$ cat src/rtl/aclk_pkg.sv
// Shared types, limits and BCD helpers for the alarm clock time datapath.
// Used by the time-of-day counter, the hour formatter and the alarm
// register logic.
package aclk_pkg;

  typedef logic [3:0] bcd_t;

  localparam bcd_t       MAX_LS     = 4'd9;
  localparam bcd_t       MAX_MS_MIN = 4'd5;
  localparam logic [7:0] MAX_HR     = 8'd23;
  localparam logic [7:0] NOON_HR    = 8'd12;

  // Two-digit BCD from a small binary value; out-of-range tens truncate.
  function automatic logic [7:0] bin2bcd(input int unsigned value);
    return {4'(value / 10), 4'(value % 10)};
  endfunction

  // Binary value of a two-digit BCD field (handles non-BCD digits too).
  function automatic logic [7:0] bcd2bin(input bcd_t ms, input bcd_t ls);
    return (8'(ms) * 8'd10) + 8'(ls);
  endfunction

  // True when the digits form a legal 24-hour time; seconds are only
  // inspected when check_sec is set.
  function automatic logic bcd_time_valid(input bcd_t ms_hr, input bcd_t ls_hr,
                                          input bcd_t ms_min, input bcd_t ls_min,
                                          input bcd_t ms_sec, input bcd_t ls_sec,
                                          input logic check_sec);
    logic ok;
    ok = (ls_hr <= MAX_LS) && (ls_min <= MAX_LS) &&
         (bcd2bin(ms_hr, ls_hr) <= MAX_HR) && (ms_min <= MAX_MS_MIN);
    if (check_sec) begin
      ok = ok && (ls_sec <= MAX_LS) && (ms_sec <= MAX_MS_MIN);
    end
    return ok;
  endfunction

endpackage

$ cat src/rtl/aclk_hr_fmt.sv
// Combinational hour formatter: turns a 24-hour BCD hour into either the
// same 24-hour digits or a 12-hour value with a PM flag. Shared with the
// alarm display path.
module aclk_hr_fmt
  import aclk_pkg::*;
(
  input  logic [3:0] ms_hr,
  input  logic [3:0] ls_hr,
  input  logic       mode_12h,
  output logic [3:0] disp_ms_hr,
  output logic [3:0] disp_ls_hr,
  output logic       disp_pm
);

  logic [7:0] hr_bin;
  logic [7:0] hr_pm_bcd;

  assign hr_bin = bcd2bin(ms_hr, ls_hr);

  // Map 00 -> 12 AM, 12 -> 12 PM and 13..23 -> 01..11 PM in 12-hour mode.
  always_comb begin
    disp_ms_hr = ms_hr;
    disp_ls_hr = ls_hr;
    disp_pm    = 1'b0;
    hr_pm_bcd  = bin2bcd(32'(hr_bin - NOON_HR));
    if (mode_12h) begin
      if (hr_bin == 8'd0) begin
        disp_ms_hr = 4'd1;
        disp_ls_hr = 4'd2;
      end else if (hr_bin < NOON_HR) begin
        disp_ms_hr = ms_hr;
        disp_ls_hr = ls_hr;
      end else if (hr_bin == NOON_HR) begin
        disp_ms_hr = 4'd1;
        disp_ls_hr = 4'd2;
        disp_pm    = 1'b1;
      end else begin
        disp_ms_hr = hr_pm_bcd[7:4];
        disp_ls_hr = hr_pm_bcd[3:0];
        disp_pm    = 1'b1;
      end
    end
  end

endmodule

$ cat src/rtl/aclk_time_counter.sv
// BCD time-of-day counter for the alarm clock. Counts HH:MM:SS (or HH:MM
// when CNT_SECONDS=0) in 24-hour form, supports load, hold and rollover
// strobes, and exposes a 12/24-hour hour view.
// Optional build macro ACLK_CNT_LOAD_CHECK_EN adds a registered load_err
// output and rejects out-of-range load values.
module aclk_time_counter
  import aclk_pkg::*;
#(
  parameter int CNT_SECONDS = 1,
  parameter int RESET_HR    = 0,
  parameter int RESET_MIN   = 0
)
(
  input  logic       clk,
  input  logic       reset_n,
  input  logic       tick,
  input  logic       hold,
  input  logic       load_new_c,
  input  logic [3:0] new_time_ms_hr,
  input  logic [3:0] new_time_ls_hr,
  input  logic [3:0] new_time_ms_min,
  input  logic [3:0] new_time_ls_min,
  input  logic [3:0] new_time_ms_sec,
  input  logic [3:0] new_time_ls_sec,
  input  logic       mode_12h,
  output logic [3:0] time_ms_hr,
  output logic [3:0] time_ls_hr,
  output logic [3:0] time_ms_min,
  output logic [3:0] time_ls_min,
  output logic [3:0] time_ms_sec,
  output logic [3:0] time_ls_sec,
  output logic [3:0] disp_ms_hr,
  output logic [3:0] disp_ls_hr,
  output logic       disp_pm,
  output logic       min_tick,
  output logic       day_tick
`ifdef ACLK_CNT_LOAD_CHECK_EN
  ,
  output logic       load_err
`endif
);

  localparam logic [7:0] RESET_HR_BCD  = bin2bcd(RESET_HR);
  localparam logic [7:0] RESET_MIN_BCD = bin2bcd(RESET_MIN);
  localparam logic       HAS_SECONDS   = (CNT_SECONDS != 0);

  bcd_t ms_hr_q, ls_hr_q, ms_min_q, ls_min_q, ms_sec_q, ls_sec_q;
  bcd_t ms_hr_d, ls_hr_d, ms_min_d, ls_min_d, ms_sec_d, ls_sec_d;
  logic min_tick_q, min_tick_d;
  logic day_tick_q, day_tick_d;
  logic min_adv;
  logic hr_adv;
  logic load_ok;
`ifdef ACLK_CNT_LOAD_CHECK_EN
  logic load_err_q, load_err_d;
`endif

  // Decide whether a load is accepted; without the check every load is taken.
  always_comb begin
`ifdef ACLK_CNT_LOAD_CHECK_EN
    load_ok = bcd_time_valid(new_time_ms_hr, new_time_ls_hr, new_time_ms_min,
                             new_time_ls_min, new_time_ms_sec, new_time_ls_sec,
                             HAS_SECONDS);
`else
    load_ok = 1'b1;
`endif
  end

  // Next-state: load beats hold beats tick; carries ripple sec -> min -> hour.
  always_comb begin
    ms_hr_d    = ms_hr_q;
    ls_hr_d    = ls_hr_q;
    ms_min_d   = ms_min_q;
    ls_min_d   = ls_min_q;
    ms_sec_d   = ms_sec_q;
    ls_sec_d   = ls_sec_q;
    min_tick_d = 1'b0;
    day_tick_d = 1'b0;
    min_adv    = 1'b0;
    hr_adv     = 1'b0;
`ifdef ACLK_CNT_LOAD_CHECK_EN
    load_err_d = 1'b0;
`endif
    if (load_new_c) begin
      if (load_ok) begin
        ms_hr_d  = new_time_ms_hr;
        ls_hr_d  = new_time_ls_hr;
        ms_min_d = new_time_ms_min;
        ls_min_d = new_time_ls_min;
        if (HAS_SECONDS) begin
          ms_sec_d = new_time_ms_sec;
          ls_sec_d = new_time_ls_sec;
        end
      end
`ifdef ACLK_CNT_LOAD_CHECK_EN
      load_err_d = !load_ok;
`endif
    end else if (!hold && tick) begin
      if (HAS_SECONDS) begin
        if (ls_sec_q >= MAX_LS) begin
          ls_sec_d = 4'd0;
          if (ms_sec_q >= MAX_MS_MIN) begin
            ms_sec_d = 4'd0;
            min_adv  = 1'b1;
          end else begin
            ms_sec_d = ms_sec_q + 4'd1;
          end
        end else begin
          ls_sec_d = ls_sec_q + 4'd1;
        end
      end else begin
        min_adv = 1'b1;
      end

      if (min_adv) begin
        min_tick_d = 1'b1;
        if (ls_min_q >= MAX_LS) begin
          ls_min_d = 4'd0;
          if (ms_min_q >= MAX_MS_MIN) begin
            ms_min_d = 4'd0;
            hr_adv   = 1'b1;
          end else begin
            ms_min_d = ms_min_q + 4'd1;
          end
        end else begin
          ls_min_d = ls_min_q + 4'd1;
        end
      end

      if (hr_adv) begin
        if (bcd2bin(ms_hr_q, ls_hr_q) >= MAX_HR) begin
          ms_hr_d    = 4'd0;
          ls_hr_d    = 4'd0;
          day_tick_d = 1'b1;
        end else if (ls_hr_q >= MAX_LS) begin
          ls_hr_d = 4'd0;
          ms_hr_d = ms_hr_q + 4'd1;
        end else begin
          ls_hr_d = ls_hr_q + 4'd1;
        end
      end
    end
  end

  // Time and strobe registers; reset lands on the programmed reset time.
  always_ff @(posedge clk or negedge reset_n) begin
    if (!reset_n) begin
      ms_hr_q    <= RESET_HR_BCD[7:4];
      ls_hr_q    <= RESET_HR_BCD[3:0];
      ms_min_q   <= RESET_MIN_BCD[7:4];
      ls_min_q   <= RESET_MIN_BCD[3:0];
      ms_sec_q   <= 4'd0;
      ls_sec_q   <= 4'd0;
      min_tick_q <= 1'b0;
      day_tick_q <= 1'b0;
    end else begin
      ms_hr_q    <= ms_hr_d;
      ls_hr_q    <= ls_hr_d;
      ms_min_q   <= ms_min_d;
      ls_min_q   <= ls_min_d;
      ms_sec_q   <= ms_sec_d;
      ls_sec_q   <= ls_sec_d;
      min_tick_q <= min_tick_d;
      day_tick_q <= day_tick_d;
    end
  end

`ifdef ACLK_CNT_LOAD_CHECK_EN
  // Load error flag pulses for one cycle after a rejected load.
  always_ff @(posedge clk or negedge reset_n) begin
    if (!reset_n) begin
      load_err_q <= 1'b0;
    end else begin
      load_err_q <= load_err_d;
    end
  end

  assign load_err = load_err_q;
`endif

  assign time_ms_hr  = ms_hr_q;
  assign time_ls_hr  = ls_hr_q;
  assign time_ms_min = ms_min_q;
  assign time_ls_min = ls_min_q;
  assign time_ms_sec = ms_sec_q;
  assign time_ls_sec = ls_sec_q;
  assign min_tick    = min_tick_q;
  assign day_tick    = day_tick_q;

  aclk_hr_fmt u_hr_fmt (
    .ms_hr      (ms_hr_q),
    .ls_hr      (ls_hr_q),
    .mode_12h   (mode_12h),
    .disp_ms_hr (disp_ms_hr),
    .disp_ls_hr (disp_ls_hr),
    .disp_pm    (disp_pm)
  );

endmodule

$ cat config.mk
export PLATFORM = sky130hd
export DESIGN_NAME = aclk_time_counter
export DESIGN_NICKNAME = d
export VERILOG_FILES = /design/src/rtl/aclk_pkg.sv /design/src/rtl/aclk_hr_fmt.sv /design/src/rtl/aclk_time_counter.sv
export SDC_FILE = /design/constraint.sdc
export NUM_CORES = 1
export LEC_CHECK = 0
export CORE_MARGIN = 5
export CORE_UTILIZATION = 52
export CTS_CLUSTER_SIZE = 8
export DETAILED_ROUTE_END_ITERATION = 10
export MAX_ROUTING_LAYER = met4
export PLACE_DENSITY_LB_ADDON = 0.12
export SLEW_MARGIN = 20
export SYNTH_ARGS = -nofsm -noshare
export SYNTH_HDL_FRONTEND = slang
export SYNTH_SLANG_ARGS = --single-unit
$ cat constraint.sdc
create_clock -name clk -period 6.2 [get_ports clk]
set_input_delay 0.93 -clock clk [delete_from_list [all_inputs] [get_ports clk]]
set_output_delay 0.93 -clock clk [all_outputs]
set_load 0.02 [all_outputs]
* Word level (Yosys, flattened, before mapping)
Index checks and enable logic that the tools add are counted.
Cells by class: $add $sub $neg 8, multiply operators 1, $lt $le $gt $ge 7, eq/ne operators 1, divide/modulo/power cells 2, multiplexer cells 53, reductions and logical operators 14
Operators by type and width (number):
- two-way mux 4 bit | 34
- divider 32 x 4 -> 32 bit, second input constant | 1
- remainder unit 32 x 4 -> 32 bit, second input constant | 1
- adder 4 x 1 -> 4 bit, second input constant | 6
- two-way mux 1 bit | 19
- greater-or-equal comparator 4 bit, second input constant | 3
- nonzero test 2 bit | 5
- subtractor 8 x 4 -> 9 bit, second input constant | 1
- adder 8 x 4 -> 8 bit | 1
- == test 8 x 4 -> 1 bit, second input constant | 1
- greater-or-equal comparator 4 x 3 -> 1 bit, second input constant | 2
- greater-or-equal comparator 8 x 5 -> 1 bit, second input constant | 1
- zero test 8 bit | 1
- less-than comparator 8 x 4 -> 1 bit, second input constant | 1
- multiplier 4 x 3 -> 7 bit, second input constant | 1
- AND reduction 2 bit | 3
- AND reduction 3 bit | 2
- nonzero test 3 bit | 1
- logical AND 1 bit | 1
- zero test 1 bit | 1
Storage, ports and cells: output and inout port bits 35, bits in registers 26, input port bits 30

* Logic depth before layout (Yosys ltp)
depth after elaboration 11, gate-level depth with buffers 17, gate-level depth less buffers 16

* Cells and area by module
A second synthesis with hierarchy kept.
Second synthesis, totals: cells, all modules 411, area, all modules 3333.2 µm²
Modules (own cells, without submodules):
- aclk_time_counter | times used 1, cells an instance 227, area an instance 2009.4 µm²
- aclk_hr_fmt | times used 1, cells an instance 184, area an instance 1323.8 µm²

* Least setup slack after synthesis
OpenSTA, ideal clock, no wires.
path type flip-flop to output port, start point register ms_hr_q[3], in the netlist time_ms_hr[3], end point output disp_ls_hr[1], arrival 4.377 ns, setup slack 0.893 ns, buffers on the path 2, cell stages (with the launch flop) 17, cell sequence dfrtp_1 -> ha_1 -> ha_1 -> fa_1 -> buf_2 -> or3_1 -> a211oi_2 -> nand2_1 -> and3_1 -> buf_6 -> a211o_1 -> o2111ai_2 -> o211ai_2 -> a211oi_4 -> o31a_2 -> a211oi_1 -> a211oi_1
On the way: cells in the longest elaborated chain, start to end 8, elaborated cells between the ends (all ways) 11
Ends and longest elaborated chain:
- start: declaration | line aclk_time_counter.sv:47 | bcd_t ms_hr_q, ls_hr_q, ms_min_q, ls_min_q, ms_sec_q, ls_sec_q;
- start signal: assignment | line aclk_time_counter.sv:148 | ms_hr_q <= RESET_HR_BCD[7:4];
- start signal: assignment | line aclk_time_counter.sv:157 | ms_hr_q <= ms_hr_d;
- multiplier 4 x 3 -> 7 bit (*) | line aclk_pkg.sv:20 | return (8'(ms) * 8'd10) + 8'(ls);
- adder 8 x 4 -> 8 bit (*) | line aclk_pkg.sv:20
- subtractor 8 x 4 -> 9 bit | line aclk_hr_fmt.sv:25 | hr_pm_bcd = bin2bcd(32'(hr_bin - NOON_HR));
- remainder unit 32 x 4 -> 32 bit | line aclk_pkg.sv:15 | return {4'(value / 10), 4'(value % 10)};
- two-way mux 4 bit | line aclk_hr_fmt.sv:33 | end else if (hr_bin == NOON_HR) begin
- two-way mux 4 bit | line aclk_hr_fmt.sv:30 | end else if (hr_bin < NOON_HR) begin
- two-way mux 4 bit (*) | line aclk_hr_fmt.sv:27 | if (hr_bin == 8'd0) begin
- two-way mux 4 bit (*) | line aclk_hr_fmt.sv:26 | if (mode_12h) begin
- end: declaration | line aclk_time_counter.sv:33 | output logic [3:0] disp_ls_hr,
Mark *: on every way between the ends. The rest lies on a longest branch, timed or not.

* Worst setup path after layout
start point register ms_hr_q[1], in the netlist time_ms_hr[1], end point output disp_ls_hr[2]
Same word-level chain as after synthesis.

==> impl_results.md <==
* CTS clock-pin slew for the worst setup and hold paths at 0.08 ns
* Sequential-to-total area share from yosys stat at 0.214
* Multi-input logic area at 2300 µm²
* Clock Latency Late Sink at 0.27 ns
* Grt total ovfl at 0
* Fin Setup TNS at 0 ns
* Number of synthesized flops with an enable pin at 0
* Max-cap violations at 0
* Starting Density at 0.543
* Met3 wire len at 418 µm
* Final-report hold violation count at 0
* Sink Count at 26
* Die Span X at around 87 µm
* HP Start: time_ms_sec[3]$_DFFE_PN0P_
* Vias in the first global route at 3223
* CP startpoint: time_ms_hr[1]$_DFFE_PN0P_
* CP Data Required Time at 5.27 ns
* Final ANT Viol Nets at 0
* Crit path depth at 16
* Startpoint Class: register
* I/O pin count at 65
* Worst path max stage delay at 0.63 ns
* Die Height at 86.5 µm
* Crit path buffers/inverters at 2
* Row cnt at 27
* First-pass GRT wire length at approximately 15 mm
* Final Net Count at 504
* Final setup vio count at 0
* Core area at 5610 µm²
* Port bufs at 64
* Drt pass-1 iters at 5
* Maximum root-to-sink buffer count at 2
* Tightest Hold Check Type: register to register
* Synth Cell Area at 3050 µm²
* Reg2Reg Depth at 13
* DRT Wirelength at 8.98 mm
* R2R setup slack at around 2.6 ns
* Syn Inst Count at around 380
* Skew final at 0.00702 ns
* WL met2 at about 4.7 mm
* Most common flop cell mapped by yosys: dfrtp_1
* Status: complete, no violations
* Ant diodes at 0
* Critical Path AT at 5.05 ns
* Worst hold path depth at 1
* Detailed placement HPWL at 6.69 mm
* Drt wl/cell at around 17 µm
* Ys async rst share at 1.00
* Final slew viol count at 0
* Peak Freq at 167 MHz
* Max layer used: met4
* Num CTS Buffers at 3
* Fillers at 483
* Critical Path Fanout Max at 9
* RR Startpoint: time_ms_hr[1]$_DFFE_PN0P_
* Syn Area/Cell at 8.06 µm²
* Vias at approximately 3200
* Layout cells sized above 1 at 0.117
* Final hold slack at 0.556 ns
* CTS tree: yes
* Crit-path leading delay family: compound AO/OA/AOI/OAI gates
* Clk root buf: clkbuf_8
* Most used cell, CP: ha_1
* Area Overhead vs Synth at 28.9%
* Critical-path cell list: ha_1 -> ha_1 -> fa_2 -> or3_1 -> a211oi_2 -> nand2_1 -> and3_2 -> a211o_1 -> o2111ai_2 -> o211ai_2 -> a211oi_4 -> buf_4 -> nand3_1 -> o21a_1 -> o211ai_1 -> clkdlybuf4s50_1
* Drt via density at 6.28
* Final Wtd Congestion at 1.03
* Min Tclk post-route at 5.98 ns
* Sequential standard cell area at 653 µm²
* Syn_nets at 436
* Initial antenna violation count at 0
* Slew headroom at 0.542
* Worst-Margin Slew at between 0.6 and 0.7 ns
* DRT met1 WL at 3.64 mm
* Crit share post-route at 0.965
* Setup CP Type: register to output port
* CP max-delay cell: clkdlybuf4s50_1
* Setup crit end kind: output port
* DRC Markers at 0
* Distinct cell type count after synthesis at a little over 70
* Drt initial violations at 191
* Largest net degree at the start of global routing at 42
* Gr usage total at 0.245
* Die area at 7490 µm²
* Synthesis warning total at 0
* Synth Register Bits at 26
* Number of H-tree levels at 1
[Yosys cell counts (4+ instances only)]
master    number  share of area
a211o_1        4          0.012
a211oi_1       5          0.012
a21o_1         6          0.015
a21oi_1       22          0.036
a221o_1        6          0.020
a221oi_1       4          0.012
a22oi_1        7          0.017
and3_1         9          0.018
clkbuf_1      10          0.012
dfrtp_1       26           0.21
ha_1          26           0.11
inv_1         19          0.023
nand2_1       42          0.052
nand2b_1       5          0.010
nand3_1       15          0.025
nor2_1        31          0.038
nor2b_1        4         0.0082
nor3_1        15          0.025
nor3b_1        5          0.012
o211ai_1       5          0.012
o21ai_0       22          0.036
o21ai_1        6         0.0099
xnor2_1        7          0.020
[logic make-up after synthesis]
family                     Yosys count  synth area share
and+or+nand+nor                    141             0.226
AOI/OAI and AO/OA                  127             0.316
buffers and inverters               36            0.0518
adders and majority gates           29             0.123
DFF                                 26             0.214
xor gates and xnor gates            15            0.0555
muxes                                4            0.0136
[registers in the layout, indices dropped and copies added, names as in the netlist]
register	count
day_tick	1
time_ls_sec	4
time_ms_sec	4
min_tick	1
time_ms_hr	4
time_ms_min	4
time_ls_min	4
time_ls_hr	4
[area by class of cell]
type / count / share of cell area
clock buffers: 3 / 0.0105
inverters: 20 / 0.0191
multi-input cells: 316 / 0.587
flip-flops and latches: 26 / 0.166
well taps: 72 / 0.0230
repair buffers: 79 / 0.194
[final timing paths]
kind                                              endpoint
min in group asynchronous               min_tick$_DFF_PN0_
worst max register to register   time_ls_hr[2]$_DFFE_PN0P_
worst min-delay path            time_ms_sec[3]$_DFFE_PN0P_
max in group asynchronous        time_ms_hr[0]$_DFFE_PN0P_
worst max-delay path                         disp_ls_hr[2]
worst min register to register  time_ms_sec[3]$_DFFE_PN0P_
[what timing repair did]
action / CTS / global route
setup endpoints to repair: 2 / 4
resized for setup: 1 / 15
buffers inserted: 0 / 6
endpoints found under the hold margin: 0 / 0
pin swaps: 0 / 3
hold buffers: 0 / 0
[per-stage QoR]
stage	cells	area, µm²	util	setup WS, ns
2_1_floorplan	378	3050	-	0.893
4_1_cts	510	3800	0.678	0.00968
3_5_place_dp	507	3760	0.671	0.282
3_3_place_gp	507	3760	0.671	0.407
6_report	516	3930	0.700	0.219
5_1_grt	516	3930	0.700	-0.0514
[cell usage in the layout, fill, tap and decap left out, types with 6 or more instances in the layout]
cell / count
clkdlybuf4s50_1: 61
nand2_1: 42
nor2_1: 31
ha_1: 25
dfrtp_1: 24
a21oi_1: 22
o21ai_0: 22
inv_1: 19
buf_4: 15
nand3_1: 14
nor3_1: 14
and3_1: 8
xnor2_1: 7
a21o_1: 6
o21ai_1: 6
a221o_1: 6
a22oi_1: 6
[per-layer routing]
metal,GRT usage,up-vias
li1,-,1535
met1,0.295,1544
met2,0.430,128
met3,0.0238,31
met4,0.0807,0
met5,-,-
Power is left out: the tool's default activity adds up to more than one toggle a clock period on the data nets, which glitch-free logic cannot reach.
==> variant, RTL diff (same flow settings) <==
Add a define of `ACLK_CNT_LOAD_CHECK_EN`.
--- a/src/rtl/aclk_time_counter.sv
+++ b/src/rtl/aclk_time_counter.sv
@@ -5,2 +5,4 @@
 // output and rejects out-of-range load values.
+`define ACLK_CNT_LOAD_CHECK_EN
+
 module aclk_time_counter
Check against the original RTL (old outputs only; new: load_err): not equivalent (Yosys sat finds a counterexample within 4 cycles, from zero or initial values and one cycle with reset_n low).
==> variant against the original RTL <==
  * Routed wire length is 14% higher
  * Register-to-register slack lost 560 ps
  * Sequential cell count is 1 higher
  * Critical path depth stayed put
  * Sequential share of layout area shrank 0.50 points
  * Cell area increased by 6.8%
  * Area after synthesis rose by 11%
  * Setup slack improved by 72 ps
  * Hold slack got worse by 20 ps
  * Critical path type unchanged
  * Critical endpoint unchanged
Power is left out: the tool's default activity adds up to more than one toggle a clock period on the data nets, which glitch-free logic cannot reach.
==> variant: results (changes against the original RTL) <==
stage	metric	value	unit	change
cts	Reg clk slew, reported paths	100	ps	+20 ps
final_layout	layout cells sized above 1	0.07460		-0.04252
critical_path	reg2reg end	time_ms_hr[3]		
critical_path	crit path DAT	4980	ps	-70 ps
cts	Clock Latency Late Sink	280	ps	
placement	I/O Buffers	65		+1.6%
yosys	Netlist cell types	73		+1.4%
critical_path	reg-to-reg slack, setup	2050	ps	-560 ps
routing	final wirelength	10210	um	+14%
routing	drt first pass iters	5		unchanged
hold_path	HP Class	reg2reg		
placement	RD Place Congestion	0.8887		-13%
routing	wire per inst	17.82	um	+2.4%
routing	Vias per Instance	6.365		+1.4%
yosys	synth top area cells	dfrtp_1 (20%), ha_1 (12%), nand2_1 (4.9%)		
final_layout	nets	564		+12%
yosys	predominant post-synthesis flop cell	dfrtp_1		
global_routing	number of global-route vias before repair	3430		+6.4%
sta	final hold slack	536.4	ps	-19.81 ps
placement	hpwl dp	7951	um	+19%
global_routing	largest net degree at the start of global routing	38		-9.5%
placement	dpl cell area	4085	um2	+8.6%
cts	H-tree depth	1		unchanged
critical_path	worst reg2reg startpoint	time_ms_hr[3]		
placement	dpl ws	562.4	ps	+280.2 ps
critical_path	worst-path fanout max	8		-1
sta	Slew @ Worst Pin	629.5	ps	-54.36 ps
critical_path	CP delay by family, top	compound AO/OA/AOI/OAI gates		
yosys	Syn Area/Cell	7.765	um2	-3.6%
hold_path	hold endpoint	time_ms_min[3]		
status	status	finished clean		
critical_path	Worst Setup SP	time_ms_hr[0]		
critical_path	slowest CP cell	dfrtp_1		
yosys	Synth top cells by count	nand2_1 (44), nor2_1 (40), ha_1 (33)		
yosys	Post-synth ARST share	1.000		unchanged
hold_path	hold_sp	time_ms_min[3]		
routing	Starting DRT DRC Count	290		+52%
cts	CTS max path bufs	2		unchanged
final_layout	diode count	0		unchanged
critical_path	worst r2r path cells	13		unchanged
global_routing	first-pass GRT wire length	16700	um	+12%
cts	CTS Root Cell	clkbuf_8		
final_layout	leading cell type in the layout, fill and taps excluded	clkdlybuf4s50_1		
global_routing	initial antenna violation count	0		unchanged
yosys	Warnings, synthesis	0		unchanged
cts	Num CTS Buffers	3		unchanged
global_routing	Total GRT Usage	0.2467		+0.001286
hold_path	hold depth	2		+1
critical_path	Slowest Stage Delay on Critical Path	540	ps	-90 ps
sta	Clock Skews	3.031	ps	-3.992 ps
critical_path	CP endpoint	disp_ls_hr[2]		
sta	Tmin final	5909	ps	-71.71 ps
yosys	Mapped Nets	503		+15%
placement	DP Cell Count	565		+11%
yosys	sequential share of the synthesized area	0.1996		-0.01408
## variant: final cells by class
class / instances / area [um2]
multi-input cells: 362 / 2547
inverters: 29 / 108.9
repair buffers: 74 / 718.2
well taps: 77 / 96.34
fillers: 558 / 2157
clock buffers: 4 / 45.04
flip-flops and latches: 27 / 676.9
## variant: layer usage
layer | track usage | share of wire | vias up
met5 | - | 0 | -
met4 | 0.04963 | 0.014 | 0
met3 | 0.02833 | 0.053 | 21
met2 | 0.3959 | 0.48 | 125
met1 | 0.3362 | 0.45 | 1741
li1 | - | - | 1760
## variant: cells by family after synthesis
group	Yosys count	synth area share
adders and majority gates	37	0.1456
buffers and inverters	47	0.05728
xor gates and xnor gates	8	0.02698
muxes	3	0.009239
AOI/OAI and AO/OA	161	0.3437
DFF	27	0.1996
and+or+nand+nor	153	0.2177
## variant: timing repair
item,4_1_cts,5_1_grt
buffers inserted,0,4
resized for setup,0,7
hold buffers,0,0
endpoints found under the setup margin,0,4
endpoints found under the hold margin,0,0
